===== config.mk =====
export PLATFORM = sky130hd
export DESIGN_NAME = rotfpga2b_scan_loader
export DESIGN_NICKNAME = d
export VERILOG_FILES = /design/src/rtl/rotfpga2b_scan_loader.sv
export SDC_FILE = /design/constraint.sdc
export NUM_CORES = 1
export LEC_CHECK = 0
export CORE_AREA = 2 2 94 51
export DETAILED_ROUTE_END_ITERATION = 16
export DIE_AREA = 0 0 96 53
export PLACE_DENSITY = 0.79
export SLEW_MARGIN = 5
export SYNTH_ARGS = -nofsm -noshare
export SYNTH_HDL_FRONTEND = slang
export SYNTH_SLANG_ARGS = --single-unit

===== constraint.sdc =====
create_clock -name clk -period 2.7 [get_ports clk]
set_input_delay 0.675 -clock clk [delete_from_list [all_inputs] [get_ports clk]]
set_output_delay 0.675 -clock clk [all_outputs]
set_load 0.005 [all_outputs]

===== src/rtl/rotfpga2b_scan_loader.sv =====
// rotfpga2b_scan_loader: streams config bytes LSB-first into a scan chain, two cycles per bit, with readback
module rotfpga2b_scan_loader #(
  parameter int CHAIN_LEN = 512,
  parameter int CNT_W = 16
) (
  input  logic       clk,
  input  logic       rst,
  input  logic       start,
  input  logic       abort,
  input  logic       in_valid,
  input  logic [7:0] in_data,
  output logic       in_ready,
  output logic       scan_clk,
  output logic       scan_se,
  output logic       scan_sc,
  input  logic       scan_so,
  output logic       rb_valid,
  output logic [7:0] rb_data,
  output logic       busy,
  output logic       done
);
  typedef enum logic [1:0] {IDLE, LOAD, FIN} state_t;
  localparam logic [CNT_W-1:0] LAST = CNT_W'(CHAIN_LEN - 1);
  state_t state_q, state_d;
  logic [CNT_W-1:0] cnt_q, cnt_d;
  logic [7:0] byte_q, byte_d, rb_q, rb_d;
  logic [2:0] idx_q, idx_d;
  logic held_q, held_d, ph_q, ph_d, rbv_q, rbv_d;
  logic last_bit, accept;
  always_ff @(posedge clk) begin
    if (rst) begin
      state_q <= IDLE;
      cnt_q <= '0;
      byte_q <= '0;
      rb_q <= '0;
      idx_q <= '0;
      held_q <= 1'b0;
      ph_q <= 1'b0;
      rbv_q <= 1'b0;
    end else begin
      state_q <= state_d;
      cnt_q <= cnt_d;
      byte_q <= byte_d;
      rb_q <= rb_d;
      idx_q <= idx_d;
      held_q <= held_d;
      ph_q <= ph_d;
      rbv_q <= rbv_d;
    end
  end
  always_comb begin
    busy = state_q == LOAD;
    done = state_q == FIN;
    last_bit = cnt_q == LAST;
    in_ready = busy && (!held_q || (idx_q == 3'd7 && ph_q && !last_bit));
    accept = in_ready && in_valid && !abort;
    scan_se = busy && held_q;
    scan_clk = scan_se && ph_q;
    scan_sc = scan_se && byte_q[idx_q];
    rb_valid = rbv_q;
    rb_data = rb_q;
    state_d = state_q;
    cnt_d = cnt_q;
    byte_d = byte_q;
    rb_d = rb_q;
    idx_d = idx_q;
    held_d = held_q;
    ph_d = ph_q;
    rbv_d = 1'b0;
    case (state_q)
      IDLE: if (start && !abort) begin
        state_d = LOAD;
        cnt_d = '0;
        idx_d = '0;
        held_d = 1'b0;
        ph_d = 1'b0;
      end
      LOAD: if (abort) begin
        state_d = IDLE;
        held_d = 1'b0;
        ph_d = 1'b0;
      end else if (held_q && !ph_q) begin
        // a fresh readback byte starts cleared so unsampled bits of a partial byte read as 0
        ph_d = 1'b1;
        rb_d = (idx_q == 3'd0) ? 8'h00 : rb_q;
        rb_d[idx_q] = scan_so;
        rbv_d = idx_q == 3'd7 || last_bit;
      end else if (held_q) begin
        ph_d = 1'b0;
        cnt_d = cnt_q + CNT_W'(1);
        idx_d = idx_q + 3'd1;
        if (last_bit) begin
          state_d = FIN;
          held_d = 1'b0;
        end else if (idx_q == 3'd7) begin
          held_d = accept;
          byte_d = accept ? in_data : byte_q;
        end
      end else if (accept) begin
        held_d = 1'b1;
        byte_d = in_data;
        idx_d = '0;
      end
      default: state_d = IDLE;
    endcase
  end
endmodule

After elaboration in Yosys (flattened, before gate mapping). Index checks and enable logic that the tools add are counted. W data, S select, Z words.

Input bits: 14. Logic and storage cells: 97. Output and inout bits: 15. Register bits after elaboration: 40.

Order comparisons: 2. $add $sub $neg: 2. Reductions and logical operators: 28. Muxes and demuxes: 39. Bitwise gates (word level): 3. Equal/unequal tests: 15.

Operators by type and width (number): $mux W16 (4); $mux W8 (5); $pmux W16 S2 (1); $add A16 B1 Y16 const B (1); $eq A16 B9 Y1 const B (1); $mux W3 (5); $reduce_and A5 Y1 (3); $mux W1 (12); $logic_and A1 B1 Y1 (11); $mux W2 (5); $reduce_and A3 Y1 (3); $bwmux W8 (1); $ne A2 B2 Y1 const B (4); $ne A3 B2 Y1 const B (2); $pmux W3 S2 (1); $logic_not A1 Y1 (4); $lt A3 B4 Y1 const B (1); $ne A2 B1 Y1 const B (2); $ne A4 B2 Y1 const B (1); $pmux W1 S2 (2); $pmux W2 S2 (1); $reduce_and A4 Y1 (1); $reduce_or A4 Y1 (1); $add A3 B1 Y3 const B (1); other kinds (13) (16).

Logic depth before layout (Yosys ltp). Gate-level depths: netlist (run 1).

Depth in word-level cells: 13. Depth in mapped cells: 8. Depth with buffers taken out: 6.

Least setup slack after synthesis (run 1). Ideal clock, no wire load.

Kind: reg2out. Start: register idx_q[2]. End: output port scan_sc. Stages on the path, launching flop included: 5. Buffers on the path: 0. Data arrival time: 1284 ps. Path slack: 741 ps. Data required time: 2025 ps. Cell sequence: dfxtp_1 -> mux2_2 -> a221oi_1 -> o22ai_1 -> and2_1.

Cells in the longest elaborated chain, start to end: 3.

RTL lines: start: declaration (RTL line 27) `logic [2:0] idx_q, idx_d;`; start signal: assignment (RTL line 45) `idx_q <= idx_d;`; $bmux W1 S3 (RTL line 59) `scan_sc = scan_se && byte_q[idx_q];`; $mux W1 (implied by the code) (RTL line 59); $logic_and A1 B1 Y1 (RTL line 59); end: declaration (RTL line 15) `output logic scan_sc,`.

Every way passes these cells. The select of a mux whose other input is x is not followed.

Worst setup path in the final report (run 1). Ends and elaborated chain as after synthesis.

==> results of run 1 <==
-- layer usage --
metal | track usage | wire length (µm) | vias to the layer above
met5 | 0 | 0 | -
met4 | 0.0786 | 48 | 0
met3 | 0.0556 | 335 | 4
met2 | 0.299 | 2160 | 55
met1 | 0.331 | 2670 | 937
li1 | - | - | 995
-- registers in the layout, summed over array words and instances, names as in the netlist --
signal and flops:
byte_q 8, cnt_q 16, rb_valid 1, idx_q 3, rb_data 8, ph_q 1
state_q 2, held_q 1
-- layout make-up --
cell class	instances	area share
Multi-Input combinational cell	193	0.472
Sequential cell	40	0.304
Timing Repair Buffer	41	0.144
Clock buffer	6	0.0273
Tap cell	57	0.0269
Clock inverter	2	0.0132
Inverter	9	0.0127
-- power by group --
group | switching (W) | total [W] | leakage [nW] | internal, W
clock network | 0.000212 | 0.000486 | 0.0552 | 0.000274
registers | 0.00000443 | 0.000596 | 0.325 | 0.000592
logic | 0.0000329 | 0.0000715 | 0.592 | 0.0000385
total | 0.000249 | 0.00115 | 0.972 | 0.000905
-- critical path, stage by stage, from the launching register on --
cell and delay (ps):
dfxtp_4 370, mux2_2 360, a221oi_2 250, o22ai_1 100, and2_1 150, clkdlybuf4s50_1 430
-- cell usage after synthesis (all sizes together) --
cell type | instances | area, µm²
clkbuf | 11 | 41.3
nor4 | 3 | 25.0
a22oi | 1 | 7.51
or4 | 4 | 30.0
ha | 4 | 50.1
nor3 | 2 | 10.0
and3 | 4 | 25.0
nor2 | 13 | 48.8
and4bb | 1 | 12.5
o211ai | 2 | 15.0
nor4b | 2 | 17.5
a21o | 1 | 7.51
buf | 7 | 43.8
nor2b | 7 | 43.8
a211oi | 1 | 7.51
or2 | 1 | 6.26
and3b | 3 | 26.3
and2 | 4 | 25.0
xnor2 | 2 | 17.5
inv | 9 | 33.8
mux2 | 3 | 33.8
dfxtp | 40 | 801
xor2 | 1 | 8.76
a2111oi | 1 | 10.0
o2111ai | 1 | 8.76
o21ai | 18 | 90.1
a221oi | 2 | 17.5
o31ai | 4 | 30.0
a21boi | 3 | 22.5
nor3b | 5 | 37.5
nand2b | 18 | 113
and4b | 1 | 10.0
a21oi | 27 | 135
nand2 | 11 | 41.3
a31oi | 2 | 12.5
o22ai | 1 | 6.26
nor4bb | 1 | 10.0
mux2i | 9 | 90.1
nand3 | 13 | 65.1
nand4 | 7 | 43.8
or3 | 8 | 50.1
and4 | 2 | 17.5
-- timing repair --
item / CTS / global route
gates cloned: 0 / 0
hold buffers: 0 / 0
pin swaps: 1 / 3
buffers inserted: 1 / 0
endpoints found under the setup margin: 2 / 4
resized for setup: 4 / 8
-- per-stage QoR --
| stage | instances | utilization | TNS [ps] | area, µm² |
|---|---|---|---|---|
| 2_1_floorplan | 260 | - | 0 | 2150 |
| 3_5_place_dp | 339 | 0.592 | -41.3 | 2500 |
| 5_1_grt | 348 | 0.627 | -6.29 | 2660 |
| 4_1_cts | 348 | 0.622 | 0 | 2630 |
| 3_3_place_gp | 339 | 0.592 | 0 | 2500 |
| 6_report | 348 | 0.627 | 0 | 2660 |
-- logic make-up (layout without fill, tap and decap cells) --
| kind of cell | Yosys count | after routing |
|---|---|---|
| and+or+nand+nor | 110 | 110 |
| AOI/OAI and AO/OA | 64 | 64 |
| DFF | 40 | 40 |
| buffers and inverters | 27 | 58 |
| muxes | 12 | 12 |
| adders and majority gates | 4 | 4 |
| xor gates and xnor gates | 3 | 3 |
-- how the worst max path moves through the flow --
stage | from | end | slack, ps | depth (start not counted)
floorplan | idx_q[2]$_SDFFE_PP0P_ | scan_sc | 740 | 4
global placement | abort | byte_q[1]$_SDFFE_PP0P_ | 40 | 5
detailed placement | abort | byte_q[4]$_SDFFE_PP0P_ | -30 | 5
CTS | idx_q[2]$_SDFFE_PP0P_ | scan_sc | 2 | 6
global route | idx_q[2]$_SDFFE_PP0P_ | scan_sc | -6 | 5
finish | idx_q[2]$_SDFFE_PP0P_ | scan_sc | 60 | 5
==> results.cfg, run 1 <==
[cts]
cts.clk_slew.worst_paths_ps = 80
cts_buffers = 5
clk_latency_ps = 300
cts_max_level = 2
cts_tree = built
root_buffer = clkbuf_8
clock_sinks = 40
cts.path.max_buffers = 2

[route]
routed_wl_um = 5210
wl_per_cell_um = 15.0
vias = 1991
final_antenna_net_count = 0
drcViolationCount = 0
drt_iter0_drc = 179
drt-pass1-iter-count = 4
viasPerCell = 5.72

[sta]
layout_setup_ws_ps = 62.4
relSlewSlack = 0.299
tightest_slew_ps = 1050
drv_slew = 0
fin_crit_ps = 2640
final.setup_skew_ps = 7.74
fmax_mhz = 379
setup_viol = 0
min_period_over_period = 0.977
hold_violations = 0
holdWs_ps = 476

[power]
p_leak_nw = 0.972
ir_drop_uv = 274
powerDensity_mw_per_mm2 = 435
finalPower_w = 0.00115

[final_layout]
fin_nets = 308
multiInputGateArea_mm2 = 0.00125
drive_above_1_share = 0.117
final_common_cell = dfxtp_1
antenna_cells = 0
seq_area_um2 = 808
layout_common_cells = 36 x dfxtp_1, 28 x clkdlybuf4s50_1, 27 x a21oi_1
area_delta_synth_final_pct = 23.6
fillers = 347

[synthesis]
ys_ff_latch = 40
syn_avg_cell_area_um2 = 8.26
synth-adder-area-share = 0.0233
synth_compound_area_frac = 0.172
yosysSeqAreaShare = 0.373
synth_simple_gate_area_frac = 0.306
syn_area_mm2 = 0.00215
synth_top_family_by_area = simple AND/OR/NAND/NOR gates
syn_inst = 260
synth_xor_area_frac = 0.0122
synth_nets = 278
yosys.cell_types.count = 47
yosys_warnings = 0
muxShareOfSynthArea = 0.0577

[setup_path]
reg2reg_from = cnt_q[1]$_SDFFE_PP0P_
critPathArrivalTime_ps = 1960
cp-end-kind = output port
rrSetupSlack_ps = 400
path_class = reg -> out
r2r_end = byte_q[4]$_SDFFE_PP0P_
crit_path_start_kind = flip-flop
r2r_cells = 6
worstPathMaxFanout = 3
critPathRequiredTime_ps = 2030

[die]
start_util = 0.508
dieArea_mm2 = 0.00509
ios = 29
num_rows = 17
die_h_um = 53
core_mm2 = 0.00423
die_w_um = 96

[global_routing]
grt_pass1_wl_um = 8520
grt_use_total = 0.221
gr-total-overflow = 0
grt_pass1_vias = 1787
grt_max_degree = 35
antenna_found_initial = 0

[min_path]
hold_class = reg -> reg
hp-start = rb_data[4]$_SDFFE_PP0P_
whs_endpoint = rb_data[4]$_SDFFE_PP0P_
holdPathStages = 2

[run]
maxCapViolations = 0

[placement]
portBuffers = 28
place_congestion = 0.837
place_hpwl_um = 3690
dp_slack_ps = -27.1

[outcome]
run_status = finished clean
(Power assumes the default switching activity.)
==> run 2: changes to the inputs <==
--- a/config.mk
+++ b/config.mk
@@ -8,7 +8,8 @@
 export CORE_AREA = 2 2 94 51
 export DETAILED_ROUTE_END_ITERATION = 16
 export DIE_AREA = 0 0 96 53
-export PLACE_DENSITY = 0.79
+export DONT_BUFFER_PORTS = 1
+export PLACE_DENSITY = 0.7
 export SLEW_MARGIN = 5
 export SYNTH_ARGS = -nofsm -noshare
 export SYNTH_HDL_FRONTEND = slang
==> run 2 against run 1 <==
  * Non-clock buffer count shrank 38
  * Hold slack lost 22 ps
  * Wire length shrank 7.9%
  * Largest power group unchanged
  * Clock-buffer cell count is the same
  * Cell count shrank 11%
  * Register-to-register slack is essentially flat
  * First-iteration DRC count shrank 32%
==> results.cfg, run 2 (synthesis gave the netlist of run 1 again) <==
[setup_path]
reg2reg_from = idx_q[1]$_SDFFE_PP0P_
path_class = reg -> out
r2r_end = byte_q[1]$_SDFFE_PP0P_
critPathRequiredTime_ps = 2030
rrSetupSlack_ps = 410
startpoint = idx_q[1]$_SDFFE_PP0P_
worstPathMaxFanout = 16
r2r_cells = 5
critPathArrivalTime_ps = 1710
crit_path_start_kind = flip-flop
cp-end-kind = output port

[power]
ir_drop_uv = 187
powerDensity_mw_per_mm2 = 493
p_leak_nw = 0.809

[final_layout]
top_register = cnt_q
largest_register_ffs = 16
drive_above_1_share = 0.0593
final_common_cell = dfxtp_1
layout_common_cells = 40 x dfxtp_1, 27 x a21oi_1, 18 x nand2b_1, 18 x o21ai_0
antenna_cells = 0
area_delta_synth_final_pct = 5.42
final_area_mm2 = 0.00226
fin_nets = 270

[route]
drt_iter0_drc = 121
wl_per_cell_um = 15.5
final_antenna_net_count = 0
vias = 1813
drcViolationCount = 0
viasPerCell = 5.85
routed_wl_um = 4790
drt-pass1-iter-count = 4

[outcome]
run_status = finished clean

[global_routing]
grt_pass1_wl_um = 7580
grt_use_total = 0.199
grt_max_degree = 36
grt_pass1_vias = 1525
gr-total-overflow = 0
antenna_found_initial = 0

[sta]
drv_slew = 0
tightest_slew_ps = 1020
rsz0062_at_grt = false
final.setup_skew_ps = 8.27
setup_viol = 0
fin_crit_ps = 2390
min_period_over_period = 0.885
relSlewSlack = 0.321
holdWs_ps = 454
final.setup.tns_ps = 0
hold_violations = 0
fmax_mhz = 418

[die]
ios = 29
dieArea_mm2 = 0.00509
num_rows = 17
start_util = 0.508
die_w_um = 96
core_mm2 = 0.00423
die_h_um = 53

[run]
maxCapViolations = 0

[cts]
hold_buffers = 0
cts_tree = built
cts_resized = 0
cts_setup_buffers = 0
cts.path.max_buffers = 2
root_buffer = clkbuf_8
cts_max_level = 2
clock_sinks = 40
cts.clk_slew.worst_paths_ps = 80
clk_latency_ps = 290
cts_buffers = 5

[placement]
portBuffers = 0
place_hpwl_um = 3390
place_congestion = 0.829
post_dp_cell_area_mm2 = 0.00216

[min_path]
hp-start = rst
holdPathStages = 1
whs_endpoint = held_q$_SDFFE_PP0P_
hold_class = in -> reg
==> run 2: cell count changes in the layout (fill, tap and decap cells not counted), moves of 2 or more <==
cell / before / now
clkdlybuf4s50_1: 28 / 0
buf_4: 12 / 3
dfxtp_1: 36 / 40
dfxtp_2: 3 / 0
a221oi_1: 0 / 2
a221oi_2: 2 / 0
nor2b_1: 5 / 7
nor2b_2: 2 / 0
==> run 2: worst max path at each step <==
stage / to / slack (ps) / cells past startpoint
2_1_floorplan: scan_sc / 740 / 4
3_3_place_gp: cnt_q[15]$_SDFFE_PP0P_ / 490 / 4
3_5_place_dp: byte_q[1]$_SDFFE_PP0P_ / 400 / 5
4_1_cts: in_ready / 330 / 4
5_1_grt: in_ready / 160 / 4
6_report: in_ready / 310 / 4
==> run 2: area by class of cell <==
type	count	area, µm²
multi-input cells	193	1230
clock buffers	6	72.6
flip-flops and latches	40	801
repair buffers	3	22.5
well taps	57	71.3
clock inverters	2	35.0
fillers	390	1970
inverters	9	33.8
==> run 2: stage by stage <==
step                       util  worst slack (ps)  instances  total power (W)
after floorplan               -               741        260         0.000644
after global placement    0.510               492        302         0.000645
after detailed placement  0.510               402        302         0.000645
after CTS                 0.535               326        310          0.00112
after global routing      0.535               164        310          0.00116
final                     0.535               310        310          0.00112
==> run 2: routing by layer <==
layer | global-route usage | wire length [µm] | up-vias
met2 | 0.251 | 1740 | 55
met5 | 0 | 0 | -
met4 | 0.0310 | 25 | 0
met1 | 0.307 | 2680 | 833
li1 | - | - | 921
met3 | 0.0798 | 346 | 4
==> run 2: worst max-delay path, cell delays in order, from the launching register on <==
cell and delay [ps]:
dfxtp_1 640, ha_1 250, ha_1 190, nand3_1 90, a21boi_0 260
==> run 2: where the power goes <==
group,switching (W),leakage (nW),internal [W]
sequential,0.00000462,0.322,0.000592
combinational,0.0000191,0.432,0.0000157
clock,0.000210,0.0552,0.000274
==> run 3: changes to the inputs <==
==> constraint.sdc (replaced) <==
create_clock -name clk -period 2.85 [get_ports clk]
set_input_delay 0.7125 -clock clk [delete_from_list [all_inputs] [get_ports clk]]
set_output_delay 0.7125 -clock clk [all_outputs]
set_load 0.005 [all_outputs]
==> run 3 against run 2 <==
  * Final area fell by 0.39%
  * Clock power is essentially flat
  * Setup slack worse by 170 ps
  * Sequential power is 5.4% lower
  * Largest power group unchanged
  * Critical endpoint is now scan_sc
  * Critical path type unchanged
  * Largest cell class unchanged
  * Cell count fell by 0.97%
  * Global-route usage is 0.099 points higher
  * Critical path depth did not move
  * Register-to-register slack better by 110 ps
==> results.cfg, run 3 (synthesis gave the netlist of run 1 again) <==
[setup_path]
worstPathMaxFanout = 17
critPathArrivalTime_ps = 2000
rrSetupSlack_ps = 520
max_stage_delay_ps = 660
crit_end = scan_sc
crit_chain = mux2_2 > a221oi_1 > o22ai_1 > and2_1
r2r_end = byte_q[5]$_SDFFE_PP0P_
path_delay_family = flip-flops
crit_path_start_kind = flip-flop
critPathSlowestCell = dfxtp_1
cp-end-kind = output port
startpoint = idx_q[2]$_SDFFE_PP0P_
path_class = reg -> out
critPathRequiredTime_ps = 2140
path_depth = 4
reg2reg_from = idx_q[0]$_SDFFE_PP0P_
r2r_cells = 5
worstPathBufferInverterCount = 0

[cts]
cts.clk_slew.worst_paths_ps = 80
cts.path.max_buffers = 2
cts_setup_buffers = 0
cts_max_level = 2
clock_sinks = 40
clk_latency_ps = 290
hold_buffers = 0
root_buffer = clkbuf_8
cts_tree = built
cts_resized = 0
cts_buffers = 5

[route]
routed_wl_um = 4690
drt-pass1-iter-count = 4
drt_iter0_drc = 112
wl_per_cell_um = 15.3
viasPerCell = 5.82
final_antenna_net_count = 0
vias = 1786
drcViolationCount = 0

[final_layout]
drive_above_1_share = 0.0520
antenna_cells = 0
multiInputGateArea_mm2 = 0.00123
largest_register_ffs = 16
top_register = cnt_q
area_delta_synth_final_pct = 5.01
seq_area_um2 = 801
layout_common_cells = 40 x dfxtp_1, 27 x a21oi_1, 18 x nand2b_1, 18 x o21ai_0
final_common_cell = dfxtp_1
final_area_mm2 = 0.00226
fillers = 404
fin_nets = 267

[die]
num_rows = 17
die_h_um = 53
core_mm2 = 0.00423
dieArea_mm2 = 0.00509
ios = 29
die_w_um = 96
start_util = 0.508

[sta]
fmax_mhz = 369
hold_violations = 0
final.setup.tns_ps = 0
tightest_slew_ps = 1060
rsz0062_at_grt = false
drv_slew = 0
relSlewSlack = 0.292
fin_crit_ps = 2710
min_period_over_period = 0.951
setup_viol = 0
final.setup_skew_ps = 8.32

[power]
p_clk_frac = 0.449
finalPower_w = 0.00108
ir_drop_uv = 265
p_switching_w = 0.000222
internal_power_w = 0.000862
p_comb_frac = 0.029
p_leak_nw = 0.799
switching_share = 0.205
powerDensity_mw_per_mm2 = 480
p_seq_frac = 0.522

[global_routing]
grt_pass1_vias = 1610
grt_max_degree = 36
grt_use_total = 0.200
antenna_found_initial = 0
grt_pass1_wl_um = 7690
gr-total-overflow = 0

[run]
maxCapViolations = 0

[min_path]
hold_class = reg -> reg

[placement]
place_congestion = 0.805
post_dp_cell_area_mm2 = 0.00213
place_hpwl_um = 3370
portBuffers = 0

[outcome]
run_status = finished clean
[run 3: layout make-up]
| type | count | area share |
|---|---|---|
| multi-input cells | 193 | 0.545 |
| clock inverters | 2 | 0.0172 |
| well taps | 57 | 0.0316 |
| clock buffers | 6 | 0.0366 |
| inverters | 9 | 0.0150 |
| flip-flops and latches | 40 | 0.355 |
[run 3: how the worst min path moves through the flow]
stage                              endpoint                     from  depth (start not counted)  slack (ps)
floorplan            byte_q[4]$_SDFFE_PP0P_   byte_q[4]$_SDFFE_PP0P_                          2         450
global placement     byte_q[4]$_SDFFE_PP0P_   byte_q[4]$_SDFFE_PP0P_                          2         460
detailed placement   byte_q[4]$_SDFFE_PP0P_   byte_q[4]$_SDFFE_PP0P_                          2         480
CTS                 rb_data[3]$_SDFFE_PP0P_                      rst                          1         470
global route          idx_q[1]$_SDFFE_PP0P_                      rst                          1         470
finish              rb_data[3]$_SDFFE_PP0P_  rb_data[3]$_SDFFE_PP0P_                          2         490
[run 3: per-layer routing]
metal,vias to the layer above,global-route usage,part of all wire
met1,821,0.314,0.56
met5,-,0,0
met2,44,0.255,0.38
met4,0,0.0357,0.0021
li1,919,-,-
met3,2,0.0655,0.065
[run 3: stage by stage]
| step | util | std cells | hold slack, ps | setup slack [ps] |
|---|---|---|---|---|
| after floorplan | - | 260 | 447 | 853 |
| after global placement | 0.504 | 299 | 461 | 572 |
| after detailed placement | 0.504 | 299 | 476 | 479 |
| after CTS | 0.533 | 307 | 471 | 146 |
| after global routing | 0.533 | 307 | 467 | 18.5 |
| final | 0.533 | 307 | 485 | 141 |
[run 3: worst min-delay path: cells and delay by family (launching register included)]
| kind | cells | cell delay [ps] |
|---|---|---|
| compound gates | 2 | 130 |
| flops | 1 | 330 |
[run 3: power groups by stage]
stage	combinational (W)	sequential (W)	clock, W
3_3_place_gp	0.0000308	0.000578	0
6_report	0.0000318	0.000565	0.000486
4_1_cts	0.0000315	0.000565	0.000501
3_5_place_dp	0.0000312	0.000578	0
2_1_floorplan	0.0000346	0.000575	0
5_1_grt	0.0000349	0.000566	0.000524
